<file path="src/rtl/hdbe_pkg.sv">
// Shared constants and helpers for the branch-dataflow blocks.
// Branch polarity encoding and pointer-width sizing.
package hdbe_pkg;

    localparam logic BR_TRUE  = 1'b1;
    localparam logic BR_FALSE = 1'b0;

    // Never returns 0 so a depth-1 or depth-2 structure still gets a real vector.
    function automatic int clog2_min1(input int n);
        return (n <= 2) ? 1 : $clog2(n);
    endfunction

endpackage

</file>
<file path="src/rtl/hdbe_sync_fifo.sv">
// Synchronous FIFO with occupancy count; power-of-two DEPTH, naturally wrapping pointers.
// Latency: a pushed entry appears at the head one cycle later (no bypass).
// Backpressure: caller must not push when full_o or pop when empty_o.
module hdbe_sync_fifo
    import hdbe_pkg::*;
#(
    parameter int WIDTH = 9,
    parameter int DEPTH = 2
) (
    input  logic             clk,
    input  logic             rst_n,
    input  logic             push_i,
    input  logic [WIDTH-1:0] push_dat_i,
    input  logic             pop_i,
    output logic [WIDTH-1:0] pop_dat_o,
    output logic             full_o,
    output logic             empty_o
);

    localparam int PW = clog2_min1(DEPTH);
    localparam int CW = clog2_min1(DEPTH + 1);

    logic [WIDTH-1:0] mem_q [DEPTH];
    logic [PW-1:0]    wr_ptr_q, wr_ptr_d;
    logic [PW-1:0]    rd_ptr_q, rd_ptr_d;
    logic [CW-1:0]    cnt_q, cnt_d;

    assign full_o    = (cnt_q == CW'(DEPTH));
    assign empty_o   = (cnt_q == '0);
    assign pop_dat_o = mem_q[rd_ptr_q];

    always_comb begin
        wr_ptr_d = wr_ptr_q;
        rd_ptr_d = rd_ptr_q;
        cnt_d    = cnt_q;
        if (push_i) wr_ptr_d = wr_ptr_q + PW'(1);
        if (pop_i)  rd_ptr_d = rd_ptr_q + PW'(1);
        case ({push_i, pop_i})
            2'b10:   cnt_d = cnt_q + CW'(1);
            2'b01:   cnt_d = cnt_q - CW'(1);
            default: cnt_d = cnt_q;
        endcase
    end

    always_ff @(posedge clk or negedge rst_n) begin
        if (!rst_n) begin
            wr_ptr_q <= '0;
            rd_ptr_q <= '0;
            cnt_q    <= '0;
        end else begin
            wr_ptr_q <= wr_ptr_d;
            rd_ptr_q <= rd_ptr_d;
            cnt_q    <= cnt_d;
        end
    end

    // Storage needs no reset: the head is only observed while the count is non-zero.
    always_ff @(posedge clk) begin
        if (push_i) mem_q[wr_ptr_q] <= push_dat_i;
    end

endmodule

</file>
<file path="src/rtl/br_cond_op.sv">
// Conditional-branch stage: queues {cond, tag} tokens and steers each to the true or false successor.
// Latency: one cycle from accepted input to visible output; strict FIFO order, no bypass.
// Backpressure: in_ready drops when full or disabled; a stalled head blocks all later tokens.
module br_cond_op
    import hdbe_pkg::*;
#(
    parameter int ParamTagWidth = 8,
    parameter int ParamDepth    = 2,
    parameter int ParamCntWidth = 16
) (
    input  logic                     clk,
    input  logic                     rst_n,
    input  logic                     enable,
    input  logic                     in_valid,
    input  logic                     in_cond,
    input  logic [ParamTagWidth-1:0] in_tag,
    output logic                     in_ready,
    output logic                     true_valid,
    output logic [ParamTagWidth-1:0] true_tag,
    input  logic                     true_ready,
    output logic                     false_valid,
    output logic [ParamTagWidth-1:0] false_tag,
    input  logic                     false_ready,
    input  logic                     clear_cnt,
    output logic [ParamCntWidth-1:0] taken_cnt,
    output logic [ParamCntWidth-1:0] not_taken_cnt
);

    localparam int W = ParamTagWidth + 1;

    logic                     fifo_full, fifo_empty;
    logic [W-1:0]             head_dat;
    logic                     head_cond;
    logic [ParamTagWidth-1:0] head_tag;
    logic                     head_vis, push, pop_true, pop_false;
    logic [ParamCntWidth-1:0] taken_q, taken_d, not_taken_q, not_taken_d;

    assign head_cond = head_dat[W-1];
    assign head_tag  = head_dat[ParamTagWidth-1:0];

    // Full blocks a push even when the head pops this cycle: no same-cycle refill.
    assign in_ready = enable && !fifo_full;
    assign push     = in_valid && in_ready;

    assign head_vis    = enable && !fifo_empty;
    assign true_valid  = head_vis && (head_cond == BR_TRUE);
    assign false_valid = head_vis && (head_cond == BR_FALSE);
    assign true_tag    = fifo_empty ? '0 : head_tag;
    assign false_tag   = fifo_empty ? '0 : head_tag;

    assign pop_true  = true_valid && true_ready;
    assign pop_false = false_valid && false_ready;

    hdbe_sync_fifo #(
        .WIDTH (W),
        .DEPTH (ParamDepth)
    ) u_fifo (
        .clk        (clk),
        .rst_n      (rst_n),
        .push_i     (push),
        .push_dat_i ({in_cond, in_tag}),
        .pop_i      (pop_true || pop_false),
        .pop_dat_o  (head_dat),
        .full_o     (fifo_full),
        .empty_o    (fifo_empty)
    );

    always_comb begin
        taken_d     = taken_q;
        not_taken_d = not_taken_q;
        if (clear_cnt) begin
            taken_d     = '0;
            not_taken_d = '0;
        end else begin
            if (pop_true && (taken_q != '1))         taken_d     = taken_q + ParamCntWidth'(1);
            if (pop_false && (not_taken_q != '1))    not_taken_d = not_taken_q + ParamCntWidth'(1);
        end
    end

    always_ff @(posedge clk or negedge rst_n) begin
        if (!rst_n) begin
            taken_q     <= '0;
            not_taken_q <= '0;
        end else begin
            taken_q     <= taken_d;
            not_taken_q <= not_taken_d;
        end
    end

    assign taken_cnt     = taken_q;
    assign not_taken_cnt = not_taken_q;

endmodule

</file>
<file path="config.mk">
export PLATFORM = sky130hd
export DESIGN_NAME = br_cond_op
export DESIGN_NICKNAME = d
export VERILOG_FILES = /design/src/rtl/hdbe_pkg.sv /design/src/rtl/hdbe_sync_fifo.sv /design/src/rtl/br_cond_op.sv
export SDC_FILE = /design/constraint.sdc
export NUM_CORES = 1
export LEC_CHECK = 0
export ABC_AREA = 1
export ABC_CLOCK_PERIOD_IN_PS = 2100
export BUFFER_PORTS_ARGS = -buffer_cell sky130_fd_sc_hd__buf_4
export CAP_MARGIN = 20
export CORE_MARGIN = 10
export CORE_UTILIZATION = 45
export DETAILED_ROUTE_END_ITERATION = 8
export PLACE_DENSITY = 0.67
export SETUP_SLACK_MARGIN = 0.02
export SYNTH_ARGS = -nofsm -noshare
export SYNTH_HDL_FRONTEND = slang
export SYNTH_HIERARCHICAL = 1
export SYNTH_SLANG_ARGS = --single-unit
</file>
<file path="constraint.sdc">
create_clock -name clk -period 2.1 [get_ports clk]
set_clock_uncertainty 0.15 [all_clocks]
set_input_delay 0.21 -clock clk [delete_from_list [all_inputs] [get_ports clk]]
set_output_delay 0.21 -clock clk [all_outputs]
set_load 0.05 [all_outputs]
</file>
==> qor.csv <==
metric;value;unit
PwrDens;893;nW/um2
via count;2888;
fraction of registers with async set/reset;0.667;
P_leak;2.02;nW
post-synth top area share;0.282;
clock root buffer;clkbuf_8;
Synth Register Bits;54;
Max Cap Viol;0;
cell mode on critical path;nand2_1;
CTS H-tree lvls;2;
CTS Buf Count;5;
routed wire length;7670;um
xor/xnor share of the synthesized area;0.0302;
core box area;6830;um2
worst setup path startpoint;u_fifo/cnt_q[0];
die area;10900;um2
WL/cell;12.8;um
Post-synth top flop;dfrtp_1;
cell row count;30;
Synth cell types;26;
final hold violations;0;
# nets final;519;
hpwl dp;5730;um
post-synthesis compound-gate area fraction;0.0365;
most common cell after layout, fill and taps aside;nand2_1;
vias per inst;4.84;
Largest stage delay, worst path;0.44;ns
Pwr Total;3.55;mW
# diodes;0;
# IOs;67;
worst slew pin tran;0.463;ns
Filler cells;657;
final setup vio count;0;
initial antenna violation count;0;
synthesized area;3190;um2
highest-count cells in the layout ignoring fill and taps;nand2_1 (135), buf_4 (76), inv_1 (61);
CP Cell Sequence;nor2_1 -> inv_2 -> nand2_2 -> nor2_4 -> nand2_1 -> nand2_1 -> ha_1 -> inv_1 -> nand3_1 -> nand2_1 -> nand2_1;
crit path time final;1.92;ns
CP bufs+invs;2;
RSZ-0062 raised after global routing;no;
largest net degree at the start of global routing;37;
critical path class;reg -> reg;
final critical-path share of the clock period;0.913;
mux cell area share after synthesis;0;
WP data required;2.15;ns
GR Overflow Total;0;
CTS clk-pin slew, worst paths;0.11;ns
DRT antenna net count;0;
syn_area_per_cell;7.54;um2
drt drc;0;
main combinational cell family by area after synthesis;simple AND/OR/NAND/NOR gates;
CTS tree;done;
YS warnings;6;
hold path start;clear_cnt;
Initial Utilization;0.467;
worst skew pair latency;0.31;ns
drt pass-1 iters;4;
RD Place Congestion;0.828;
number of synthesized flops with an enable pin;18;
Synth Area in Adders;0.0118;
die height;104;um
CP arrival;1.97;ns
Area growth, synth to finish;24.6;%
worst hold-check path type;in -> reg;
number of port buffers;66;
Max Slew Vio Count;0;
layout cells sized above 1;0.214;
area leader, netlist;dfrtp_1;
CTS Sinks;54;
Seq/Total Area, Yosys;0.452;
Crit Path Max Fanout;5;
RR Startpoint;u_fifo/cnt_q[0];
starting DRC count in detailed routing;119;
Die Width;104;um
Setup TNS;0;ns
Slowest-stage cell, CP;dfrtp_1;
status;finished clean;
Worst setup SP type;flop;
Fmax achieved;522;MHz
simple logic cell fraction of the synthesized area;0.352;
crit-path leading delay family;simple AND/OR/NAND/NOR gates;
Rel. slew slack;0.691;
deepest clock path buffer count;2;
GRT Overall Usage;0.142;
Synth area leaders;dfrtp_1 (28%), edfxtp_1 (17%), nand2_1 (16%);
Post-Synthesis Cells;423;
vias in the first global route;2761;
VDD IR max;0.726;mV
critical path endpoint category;flop;
Synthesized Nets;442;
global-route wire length before repair;13100;um
[report_power, final]
group | internal (mW) | switching (mW)
logic | 0.497 | 1.22
clock network | 0.235 | 0.351
registers | 1.19 | 0.0566
[cells in the mapped netlist (3+ instances only)]
cell type,n
buf_4,8
buf_6,6
dfrtp_1,36
edfxtp_1,18
ha_1,3
inv_1,61
nand2_1,136
nand2_2,4
nand3_1,34
nand4_1,19
nor2_1,46
nor2_2,5
nor2_4,7
o21ai_0,16
o21ai_1,3
xor2_1,10
[worst reg2reg max path, cell delays in order (launching register included)]
cell	delay, ns
dfrtp_1	0.44
nor2_1	0.18
inv_2	0.05
nand2_2	0.11
nor2_4	0.04
nand2_1	0.15
nand2_1	0.10
ha_1	0.33
inv_1	0.09
nand3_1	0.08
nand2_1	0.06
nand2_1	0.04
[cell families (layout without fill, tap and decap cells)]
group,count (synthesis),in the layout
AND/OR/NAND/NOR,253,253
buffers and inverters,80,158
flip-flops,54,54
AO/OA/AOI/OAI,22,22
XOR/XNOR,11,11
adder cells (fa/ha/maj),3,3
[metrics by stage]
| stage | utilization | cells | cell area (um2) | hold slack [ns] | worst slack, ns |
|---|---|---|---|---|---|
| finish | 0.582 | 597 | 3980 | 0.0814 | 0.183 |
| global route | 0.582 | 597 | 3980 | 0.0990 | 0.0438 |
| CTS | 0.572 | 591 | 3910 | 0.0726 | 0.138 |
| detailed placement | 0.545 | 573 | 3720 | 0.0552 | 0.146 |
| global placement | 0.545 | 573 | 3720 | 0.0530 | 0.140 |
| floorplan | - | 423 | 3210 | -0.236 | 0.0150 |
[layer usage]
layer  up-vias  share of wire  GRT usage
li1       1471              -          -
met1      1346           0.44      0.170
met2        61           0.50      0.239
met3        10          0.043     0.0347
met4         0          0.013     0.0537
met5         -              0          0
[sequential cells by signal, summed over array words and instances (netlist names)]
| register | count |
|---|---|
| not_taken_cnt | 16 |
| u_fifo/rd_ptr_q | 1 |
| u_fifo/wr_ptr_q | 1 |
| taken_cnt | 16 |
| u_fifo/cnt_q | 2 |
| u_fifo/mem_q | 18 |
[layout make-up]
type / count / area (um2) / area share
clock buffers: 5 / 68.8 / 0.0173
clock inverters: 3 / 21.3 / 0.00535
inverters: 63 / 236 / 0.0595
multi-input cells: 289 / 1400 / 0.351
flip-flops and latches: 54 / 1440 / 0.363
well taps: 96 / 120 / 0.0302
repair buffers: 87 / 691 / 0.174
[worst paths after layout]
| path | to | slack [ns] | cells after the start |
|---|---|---|---|
| setup / recovery | u_fifo/cnt_q[1] | 0.18 | 11 |
| hold / removal | taken_cnt[8] | 0.08 | 4 |
| setup reg to reg | u_fifo/cnt_q[1] | 0.18 | 11 |
| hold reg to reg | u_fifo/wr_ptr_q | 0.35 | 1 |
| max in group asynchronous | taken_cnt[0] | 1.23 | 2 |
| min in group asynchronous | not_taken_cnt[14] | 0.24 | 2 |
[repair_timing]
action                                  CTS  global route
hold buffers                             10             0
setup buffers                             0             6
endpoints found under the setup margin    0            13
hold endpoints to repair                 54             0
resized for setup                         0             2
Power figures use the tool's default switching activity.
